File: src/rtl/ssd1306_seq_pkg.sv
// Shared constants for the SSD1306 script sequencer: local opcodes, ROM entry
// field positions and the FSM state encoding.
package ssd1306_seq_pkg;

  localparam logic [3:0] OP_SET_RESET = 4'h1;
  localparam logic [3:0] OP_SET_VBAT  = 4'h2;
  localparam logic [3:0] OP_DELAY     = 4'h3;
  localparam logic [3:0] OP_SET_VCD   = 4'h4;
  localparam logic [3:0] OP_SET_DC    = 4'h5;
  localparam logic [3:0] OP_REPEAT    = 4'h6;
  localparam logic [3:0] OP_STOP      = 4'hF;

  localparam int ROM_LOCAL_BIT = 9;
  localparam int ROM_LAST_BIT  = 8;
  localparam int WD_WIDTH      = 16;

  typedef enum logic [3:0] {
    S_IDLE,
    S_WAIT_RDY,
    S_FETCH,
    S_DELAY,
    S_SEND,
    S_WAIT,
    S_RETIRE,
    S_REP_LOAD,
    S_DONE
  } state_t;

endpackage

File: src/rtl/ssd1306_seq_delay.sv
// Loadable down-counter; expired is high while the count sits at zero.
// Used for the DELAY opcode and the optional transfer watchdog.
module ssd1306_seq_delay
  import ssd1306_seq_pkg::*;
#(
  parameter int WIDTH = WD_WIDTH
) (
  input  logic             clk_in,
  input  logic             rst_n,
  input  logic             load,
  input  logic [WIDTH-1:0] load_val,
  input  logic             en,
  output logic             expired
);

  logic [WIDTH-1:0] cnt;

  always_ff @(posedge clk_in or negedge rst_n) begin
    if (!rst_n) begin
      cnt <= '0;
    end else if (load) begin
      cnt <= load_val;
    end else if (en && (cnt != '0)) begin
      cnt <= cnt - 1'b1;
    end
  end

  assign expired = (cnt == '0);

endmodule

File: src/rtl/ssd1306_seq.sv
// Restartable SSD1306 command sequencer walking an external script ROM.
// Optional macro SSD1306_SEQ_TIMEOUT_EN adds a 16-bit transfer watchdog.
module ssd1306_seq
  import ssd1306_seq_pkg::*;
#(
  parameter int ADDR_WIDTH  = 6,
  parameter int DELAY_SHIFT = 13,
  parameter bit AUTOSTART   = 1'b1
) (
  input  logic                  clk_in,
  input  logic                  resetn_in,
  input  logic                  start_in,
  input  logic [ADDR_WIDTH-1:0] start_addr_in,
  output logic                  busy_out,
  output logic                  done_out,
  output logic                  error_out,
  output logic [ADDR_WIDTH-1:0] rom_addr_out,
  input  logic [9:0]            rom_data_in,
  output logic                  command_start,
  output logic [7:0]            command_out,
  output logic                  command_last_byte,
  input  logic                  command_ready,
  output logic                  oled_rstn,
  output logic                  oled_vbatn,
  output logic                  oled_vcdn,
  output logic                  oled_dc,
  output state_t                dbg_state_out
);

  localparam int DLY_WIDTH = 4 + DELAY_SHIFT;
  localparam logic [ADDR_WIDTH-1:0] ADDR_MAX = '1;

  // Handshake: command_start is held high for the whole SEND state; the shift
  // register takes the byte and drops command_ready, which ends SEND. The next
  // byte is only offered once command_ready has returned high in WAIT.

  logic [1:0] rst_sync;
  logic       rst_n;

  always_ff @(posedge clk_in or negedge resetn_in) begin
    if (!resetn_in) rst_sync <= 2'b00;
    else            rst_sync <= {rst_sync[0], 1'b1};
  end
  assign rst_n = rst_sync[1];

  state_t     state;
  logic       auto_pend;
  logic       rep_active;
  logic       rep_phase;
  logic [7:0] rep_cnt;

  logic       rom_local;
  logic       rom_last;
  logic [3:0] rom_op;
  logic [3:0] rom_arg;

  assign rom_local = rom_data_in[ROM_LOCAL_BIT];
  assign rom_last  = rom_data_in[ROM_LAST_BIT];
  assign rom_op    = rom_data_in[7:4];
  assign rom_arg   = rom_data_in[3:0];

  logic                 dly_load;
  logic                 dly_expired;
  logic [DLY_WIDTH-1:0] dly_val;

  assign dly_load = (state == S_FETCH) && rom_local && (rom_op == OP_DELAY);
  assign dly_val  = DLY_WIDTH'(rom_arg) << DELAY_SHIFT;

  ssd1306_seq_delay #(.WIDTH(DLY_WIDTH)) u_delay (
    .clk_in   (clk_in),
    .rst_n    (rst_n),
    .load     (dly_load),
    .load_val (dly_val),
    .en       (state == S_DELAY),
    .expired  (dly_expired)
  );

  logic waiting;
  logic timeout;
  assign waiting = (state == S_WAIT_RDY) || (state == S_SEND) || (state == S_WAIT);

`ifdef SSD1306_SEQ_TIMEOUT_EN
  state_t wd_prev;
  logic   wd_load;
  logic   wd_expired;

  always_ff @(posedge clk_in or negedge rst_n) begin
    if (!rst_n) wd_prev <= S_IDLE;
    else        wd_prev <= state;
  end

  // Reloaded on the first cycle of every state, so only a single stalled
  // state can run the count down.
  assign wd_load = (state != wd_prev);

  ssd1306_seq_delay #(.WIDTH(WD_WIDTH)) u_watchdog (
    .clk_in   (clk_in),
    .rst_n    (rst_n),
    .load     (wd_load),
    .load_val ({WD_WIDTH{1'b1}}),
    .en       (waiting),
    .expired  (wd_expired)
  );

  assign timeout = waiting && wd_expired && !wd_load;
`else
  assign timeout = 1'b0;
`endif

  always_ff @(posedge clk_in or negedge rst_n) begin
    if (!rst_n) begin
      state             <= S_IDLE;
      auto_pend         <= AUTOSTART;
      busy_out          <= 1'b0;
      done_out          <= 1'b0;
      error_out         <= 1'b0;
      rom_addr_out      <= '0;
      command_start     <= 1'b0;
      command_out       <= 8'h00;
      command_last_byte <= 1'b0;
      oled_rstn         <= 1'b0;
      oled_vbatn        <= 1'b1;
      oled_vcdn         <= 1'b1;
      oled_dc           <= 1'b0;
      rep_active        <= 1'b0;
      rep_phase         <= 1'b0;
      rep_cnt           <= 8'h00;
    end else begin
      done_out  <= 1'b0;
      auto_pend <= 1'b0;
      case (state)
        S_IDLE: begin
          if (start_in || auto_pend) begin
            rom_addr_out <= auto_pend ? '0 : start_addr_in;
            error_out    <= 1'b0;
            busy_out     <= 1'b1;
            state        <= S_WAIT_RDY;
          end
        end
        S_WAIT_RDY: begin
          if (timeout) begin
            error_out <= 1'b1;
            state     <= S_DONE;
          end else if (command_ready) begin
            state <= S_FETCH;
          end
        end
        S_FETCH: begin
          if (!rom_local) begin
            command_out       <= rom_data_in[7:0];
            command_last_byte <= rom_last;
            command_start     <= 1'b1;
            rep_active        <= 1'b0;
            state             <= S_SEND;
          end else begin
            case (rom_op)
              OP_SET_RESET: begin oled_rstn  <= rom_arg[0]; state <= S_RETIRE; end
              OP_SET_VBAT:  begin oled_vbatn <= rom_arg[0]; state <= S_RETIRE; end
              OP_SET_VCD:   begin oled_vcdn  <= rom_arg[0]; state <= S_RETIRE; end
              OP_SET_DC:    begin oled_dc    <= rom_arg[0]; state <= S_RETIRE; end
              OP_DELAY:     state <= S_DELAY;
              OP_REPEAT: begin
                if (rom_addr_out == ADDR_MAX) begin
                  error_out <= 1'b1;
                  state     <= S_DONE;
                end else begin
                  rom_addr_out <= rom_addr_out + 1'b1;
                  rep_phase    <= 1'b0;
                  state        <= S_REP_LOAD;
                end
              end
              OP_STOP: state <= S_DONE;
              default: begin
                error_out <= 1'b1;
                state     <= S_DONE;
              end
            endcase
          end
        end
        S_DELAY: begin
          if (dly_expired) state <= S_RETIRE;
        end
        // Phase 0 latches the count byte, phase 1 latches the data byte.
        S_REP_LOAD: begin
          if (!rep_phase) begin
            if (rom_addr_out == ADDR_MAX) begin
              error_out <= 1'b1;
              state     <= S_DONE;
            end else begin
              rep_cnt      <= rom_data_in[7:0];
              rom_addr_out <= rom_addr_out + 1'b1;
              rep_phase    <= 1'b1;
            end
          end else begin
            command_out       <= rom_data_in[7:0];
            command_last_byte <= rom_last && (rep_cnt == 8'd0);
            command_start     <= 1'b1;
            rep_active        <= 1'b1;
            state             <= S_SEND;
          end
        end
        S_SEND: begin
          if (timeout) begin
            command_start <= 1'b0;
            error_out     <= 1'b1;
            state         <= S_DONE;
          end else if (!command_ready) begin
            command_start <= 1'b0;
            state         <= S_WAIT;
          end
        end
        S_WAIT: begin
          if (timeout) begin
            error_out <= 1'b1;
            state     <= S_DONE;
          end else if (command_ready) begin
            if (rep_active && (rep_cnt != 8'd0)) begin
              rep_cnt           <= rep_cnt - 1'b1;
              command_last_byte <= rom_last && (rep_cnt == 8'd1);
              command_start     <= 1'b1;
              state             <= S_SEND;
            end else begin
              rep_active <= 1'b0;
              state      <= S_RETIRE;
            end
          end
        end
        S_RETIRE: begin
          if (rom_addr_out == ADDR_MAX) begin
            error_out <= 1'b1;
            state     <= S_DONE;
          end else begin
            rom_addr_out <= rom_addr_out + 1'b1;
            state        <= S_FETCH;
          end
        end
        S_DONE: begin
          done_out <= 1'b1;
          busy_out <= 1'b0;
          state    <= S_IDLE;
        end
        default: state <= S_IDLE;
      endcase
    end
  end

  assign dbg_state_out = state;

endmodule

File: config.mk
export PLATFORM = sky130hd
export DESIGN_NAME = ssd1306_seq
export DESIGN_NICKNAME = d
export VERILOG_FILES = /design/src/rtl/ssd1306_seq_pkg.sv /design/src/rtl/ssd1306_seq_delay.sv /design/src/rtl/ssd1306_seq.sv
export SDC_FILE = /design/constraint.sdc
export NUM_CORES = 1
export LEC_CHECK = 0
export CELL_PAD_IN_SITES_DETAIL_PLACEMENT = 1
export CELL_PAD_IN_SITES_GLOBAL_PLACEMENT = 1
export CORE_MARGIN = 3
export CORE_UTILIZATION = 45
export DETAILED_ROUTE_END_ITERATION = 7
export MAX_ROUTING_LAYER = met4
export PLACE_DENSITY = 0.93
export RECOVER_POWER = 25
export SYNTH_ARGS = -nofsm -noshare
export SYNTH_HDL_FRONTEND = slang
export SYNTH_SLANG_ARGS = --single-unit
File: constraint.sdc
create_clock -name clk_in -period 4.19 [get_ports clk_in]
set_input_delay 1.0475 -clock clk_in [delete_from_list [all_inputs] [get_ports clk_in]]
set_output_delay 1.0475 -clock clk_in [all_outputs]
set_load 0.02 [all_outputs]
==> results of run 1 <==
-- per-layer routing --
layer | part of all wire | routed length (um) | global-route usage | up-vias
met5 | 0 | 0 | - | -
li1 | - | - | - | 1416
met2 | 0.50 | 4890 | 0.401 | 84
met3 | 0.052 | 504 | 0.0431 | 21
met1 | 0.42 | 4110 | 0.311 | 1571
met4 | 0.025 | 246 | 0.116 | 0
-- sequential cells by signal (all words and copies together), names as in the netlist --
| signal | count |
|---|---|
| busy_out | 1 |
| done_out | 1 |
| oled_dc | 1 |
| rep_cnt | 8 |
| u_delay.cnt | 17 |
| command_start | 1 |
| command_out | 8 |
| oled_vbatn | 1 |
| command_last_byte | 1 |
| error_out | 1 |
| rst_sync | 2 |
| oled_rstn | 1 |
| rep_phase | 1 |
| oled_vcdn | 1 |
| rom_addr_out | 6 |
| rep_active | 1 |
| dbg_state_out | 4 |
| auto_pend | 1 |
-- metrics by stage --
stage                     hold slack [ns]  utilization  worst slack (ns)  cell area (um2)  power, mW
final                               0.353        0.578             0.697             4020       2.87
after global routing                0.373        0.578             0.498             4020       3.07
after CTS                           0.355        0.579             0.731             4020       2.87
after detailed placement            0.339        0.550             0.431             3820       2.33
after global placement              0.337        0.550             0.613             3820       2.25
after floorplan                     0.331            -              1.66             3290       1.84
-- final cells by class --
| type | instances | area share |
|---|---|---|
| well taps | 96 | 0.0299 |
| clock buffers | 11 | 0.0352 |
| inverters | 10 | 0.00935 |
| multi-input cells | 270 | 0.436 |
| flip-flops and latches | 57 | 0.356 |
| repair buffers | 49 | 0.119 |
| clock inverters | 5 | 0.0137 |
-- cell usage in the layout (no fill, tap or decap), types with 8 or more instances in the layout --
cell type        netlist  final
a21oi_1               19     19
dfrtp_1               54     53
nand3_1               15     15
nor2_1                27     27
nand2_1               33     33
o31ai_1                8      8
nor3_1                13     13
a22o_1                 9      9
mux2_2                13     13
inv_1                 10     10
o21ai_0               26     26
clkdlybuf4s50_1        0     45
clkbuf_8               0     10
-- how the worst min path moves through the flow --
| stage | cells after the start | slack (ns) | to | start |
|---|---|---|---|---|
| 2_1_floorplan | 0 | 0.33 | rst_sync[1]$_DFF_PN0_ | rst_sync[0]$_DFF_PN0_ |
| 3_3_place_gp | 0 | 0.34 | rst_sync[1]$_DFF_PN0_ | rst_sync[0]$_DFF_PN0_ |
| 3_5_place_dp | 0 | 0.34 | rst_sync[1]$_DFF_PN0_ | rst_sync[0]$_DFF_PN0_ |
| 4_1_cts | 0 | 0.35 | rst_sync[1]$_DFF_PN0_ | rst_sync[0]$_DFF_PN0_ |
| 5_1_grt | 0 | 0.37 | rst_sync[1]$_DFF_PN0_ | rst_sync[0]$_DFF_PN0_ |
| 6_report | 0 | 0.35 | rst_sync[1]$_DFF_PN0_ | rst_sync[0]$_DFF_PN0_ |
-- power by group --
group          switching [mW]  internal, mW  total (mW)
registers               0.290         0.771        1.06
clock network           0.232         0.289       0.520
logic                   0.704         0.581        1.28
-- cell families (layout without fill, tap and decap cells) --
kind of cell | after synthesis | after routing | synth area share
simple gates | 139 | 139 | 0.233
compound gates | 105 | 105 | 0.216
flops | 57 | 57 | 0.435
buf+inv | 26 | 75 | 0.0331
mux | 20 | 20 | 0.0658
fa+ha+maj | 4 | 4 | 0.0152
other cells | 2 | 2 | 0.00228
-- worst max-delay path, cell delays in order --
cell and delay (ns):
clkdlybuf4s50_1 0.78, nor4bb_1 0.52, o22ai_2 0.26, a2111oi_0 0.79, nor2_1 0.10, a311oi_1 0.23
==> results.json, run 1 <==
{
  "status": "finished with violations",
  "violations": "max-capacitance violations, max-slew violations",
  "synthTopCellsByArea": "dfrtp_1 (41%), mux2_2 (4.5%), o21ai_0 (4.0%)",
  "antenna_found_initial": 0,
  "clk_latency_ns": 0.34,
  "start_util": 0.474,
  "yosysSeqAreaShare": 0.435,
  "min_period_over_period": 0.834,
  "synthTopCellsByCount": "dfrtp_1 (54), nand2_1 (33), nor2_1 (27), o21ai_0 (26), a21oi_1 (19)",
  "r2r-end": "done_out$_DFF_PN0_",
  "pin_count": 47,
  "syn_area_um2": 3290,
  "power.density_nw_per_um2": 714,
  "syn_to_final_growth_pct": 22.1,
  "cts_buffers": 9,
  "synth_cells": 353,
  "ys_seq_elements": 57,
  "yosysMostFrequentCell": "dfrtp_1",
  "wl_mm": 9.75,
  "grtUsageTotal": 0.251,
  "path_clk_slew_ns": 0.07,
  "fin_crit_ns": 3.49,
  "tritoncts": "built",
  "rows": 30,
  "yosysTopAreaCell": "dfrtp_1",
  "grt_pass1_wl_mm": 16.4,
  "rsz0062_at_grt": "no",
  "wire_per_inst_um": 19.6,
  "setup_tns_ns": 0,
  "clk_path_buf_depth": 2,
  "post_cts_buffers": 0,
  "rrSetupSlack_ns": 1.09,
  "tightest_slew_ns": 3.06,
  "cts.sinks": 57,
  "fin_nets": 421,
  "syn_area_per_cell_um2": 9.32,
  "peakVddDrop_v": 0.000296,
  "post_route_cells_drive_above_1_share": 0.112,
  "reg2reg_from": "rst_sync[1]$_DFF_PN0_",
  "overflow": 0,
  "grt_pass1_vias": 3207,
  "die_area_um2": 8370,
  "nFillCells": 794,
  "synth_edf_count": 0,
  "drc": 0,
  "synth_top_area_frac": 0.411,
  "cts.htree.levels": 3,
  "relSlewSlack": -1.04,
  "clock_skew_ns": 0.00853,
  "synthArstFlopShare": 1.00,
  "crit_fanout": 14,
  "die_x_um": 91.5,
  "slew_violations": 56,
  "hold_buffers": 0,
  "placedCellCount": 482,
  "crit_required_ns": 4.43,
  "drv_cap": 1,
  "antenna_left": 0,
  "p_leak_nw": 1.54,
  "route.vias.total": 3092,
  "synthDistinctLibCells": 65,
  "cp-endpoint": "rom_addr_out[2]$_DFFE_PN0P_",
  "finalSetupViolCount": 0,
  "timing_hold_violations_final": 0,
  "worstHoldPathType": "reg -> reg",
  "yosysWarnings": 0,
  "synth_nets": 377,
  "dr.pass1.iters": 4,
  "gp_congestion": 0.857,
  "path_class": "in -> reg",
  "final_cells": 498,
  "fmax_mhz": 286,
  "r2r_cells": 1,
  "seqCellArea_um2": 1430,
  "viasPerCell": 6.21,
  "multi_input_area_um2": 1750,
  "cp-start-kind": "primary input",
  "drt_iter0_markers": 257,
  "synth_flop_cell": "dfrtp_1",
  "crit_arrival_ns": 3.73,
  "io_buffers": 46,
  "post_cts_resized": 0,
  "clock-root-buffer": "clkbuf_8",
  "dp_hpwl_mm": 6.67,
  "grt_start_max_net_pins": 56,
  "worstSetupStartpoint": "rom_data_in[5]",
  "die_h_um": 91.5,
  "coreArea_um2": 6940,
  "diodes": 0,
  "endpoint_kind": "flop"
}
No activity file was read; power rests on OpenSTA's default activity.
==> run 2: changes to the inputs <==
- CORE_UTILIZATION: 45 -> 38
- PLACE_DENSITY: 0.93 -> 0.85
- clock period: 4.19 -> 2.9 ns (I/O delays scaled with it)
==> run 2 against run 1 <==
Against the previous run: the run now ends clean; count of clock-buffer cells in the layout is the same; core utilization fell by 7.7 points; die area grew 17%; non-clock buffer count up 11; clock skew decreased by 0.0035 ns; via count is 0.68% lower; combinational power increased by 48%; global-route usage is 4.1 points lower; first-iteration DRC count down 26%; wire length shrank 2.6%; power increased by 51%; cell area increased by 3.5%; critical path type is now reg -> out.
==> results.json, run 2 (synthesized netlist as in run 1, its figures left out) <==
{
  "utilization": 0.501,
  "setup_tns_ns": 0,
  "drt_iter0_markers": 191,
  "clock-root-buffer": "clkbuf_8",
  "hold_buffers": 0,
  "cp_slowest_cell": "dfrtp_1",
  "comb_power_share": 0.438,
  "placed_cell_area_um2": 3920,
  "crit_arrival_ns": 1.86,
  "fmax_mhz": 387,
  "overflow": 0,
  "grt_pass1_vias": 3205,
  "power_mw": 4.33,
  "clock_skew_ns": 0.00504,
  "fin_nets": 432,
  "final_cell_area_um2": 4160,
  "timing_hold_violations_final": 0,
  "status": "complete, no violations",
  "cp_cell_sequence": "clkdlybuf4s50_1",
  "rrSetupSlack_ns": 0.46,
  "rows": 33,
  "cp_top_family": "flip-flops",
  "rsz0062_at_grt": "no",
  "post_cts_buffers": 0,
  "post_route_cells_drive_above_1_share": 0.136,
  "largest_reg_flops": 17,
  "cellInternalPower_mw": 2.60,
  "die_x_um": 99.0,
  "pin_count": 47,
  "slew_violations": 0,
  "tritoncts": "built",
  "tightest_slew_ns": 1.05,
  "cts.htree.levels": 3,
  "endpoint_kind": "primary output",
  "antenna_left": 0,
  "p_leak_nw": 1.62,
  "coreArea_um2": 8300,
  "mostFrequentLayoutCells": "dfrtp_1 (54), clkdlybuf4s50_1 (45), nand2_1 (33)",
  "dpl_worst_slack_ns": 0.139,
  "min_period_over_period": 0.890,
  "path_clk_slew_ns": 0.07,
  "grt_start_max_net_pins": 41,
  "clk_path_buf_depth": 2,
  "post_cts_resized": 0,
  "antenna_found_initial": 0,
  "power.density_nw_per_um2": 1040,
  "die_area_um2": 9810,
  "clk_latency_ns": 0.34,
  "crit_required_ns": 2.17,
  "top_register": "u_delay.cnt",
  "p_sw_mw": 1.74,
  "final_common_cell": "dfrtp_1",
  "start_util": 0.396,
  "placedCellCount": 502,
  "wire_per_inst_um": 18.3,
  "largestRegisters": "u_delay.cnt x17, command_out x8, rep_cnt x8",
  "wl_mm": 9.50,
  "crit_fanout": 22,
  "viasPerCell": 5.93,
  "diodes": 0,
  "hold_ws_ns": 0.270,
  "final_cells": 518,
  "path_class": "reg -> out",
  "nFillCells": 974,
  "relSlewSlack": 0.303,
  "fin_crit_ns": 2.58,
  "gp_congestion": 0.878,
  "dp_hpwl_mm": 6.81,
  "path_buf_inv": 1,
  "worstHoldPathType": "reg -> async",
  "drv_cap": 0,
  "cts.sinks": 57,
  "syn_to_final_growth_pct": 26.4,
  "grt_pass1_wl_mm": 16.2,
  "route.vias.total": 3071,
  "critPathMaxStageDelay_ns": 0.79,
  "finalSetupViolCount": 0,
  "cts_buffers": 9,
  "clkPwrFrac": 0.213,
  "grtUsageTotal": 0.210,
  "peakVddDrop_v": 0.000376,
  "cp-start-kind": "flop",
  "setup_slack_ns": 0.319,
  "share_seq_of_total_power": 0.349,
  "drc": 0,
  "dr.pass1.iters": 4,
  "die_h_um": 99.0,
  "io_buffers": 46,
  "swShare": 0.401
}
[run 2: cell count changes in the layout (fill, tap and decap cells not counted), sizes merged]
cell	previous run	this run
buf	2	13
bufinv	1	3
clkinv	2	1
clkinvlp	2	1
[run 2: cell type report]
type,instances,area [um2],area share
Inverter,10,37.5,0.00903
Multi-Input combinational cell,270,1750,0.421
Tap cell,105,131,0.0316
Clock inverter,5,103,0.0247
Timing Repair Buffer,60,563,0.135
Sequential cell,57,1430,0.344
Clock buffer,11,141,0.0340
[run 2: per-layer routing]
layer | wire, um | part of all wire | up-vias | GRT usage
met4 | 185 | 0.019 | 0 | 0.0693
met5 | 0 | 0 | - | -
met2 | 4660 | 0.49 | 52 | 0.338
met1 | 4340 | 0.46 | 1561 | 0.271
li1 | - | - | 1443 | -
met3 | 309 | 0.033 | 15 | 0.0311
[run 2: final timing paths]
path | from | endpoint | cells past startpoint
min in group clk_in | rst_sync[0]$_DFF_PN0_ | rst_sync[1]$_DFF_PN0_ | 0
max reg2reg | dbg_state_out[2]$_DFFE_PN0P_ | rep_cnt[5]$_DFFE_PN0P_ | 5
min | rst_sync[1]$_DFF_PN0_ | command_out[2]$_DFFE_PN0P_ | 0
max in group asynchronous | rst_sync[1]$_DFF_PN0_ | command_out[5]$_DFFE_PN0P_ | 1
min reg2reg | rst_sync[1]$_DFF_PN0_ | command_out[2]$_DFFE_PN0P_ | 0
max | dbg_state_out[0]$_DFFE_PN0P_ | dbg_state_out[0] | 1
[run 2: power by group through the flow]
stage / combinational, mW / sequential [mW] / clock [mW]
final: 1.90 / 1.51 / 0.923
after global routing: 2.09 / 1.58 / 0.977
after CTS: 1.91 / 1.51 / 0.937
after detailed placement: 1.89 / 1.52 / 0
after global placement: 1.83 / 1.48 / 0
after floorplan: 1.10 / 1.56 / 0
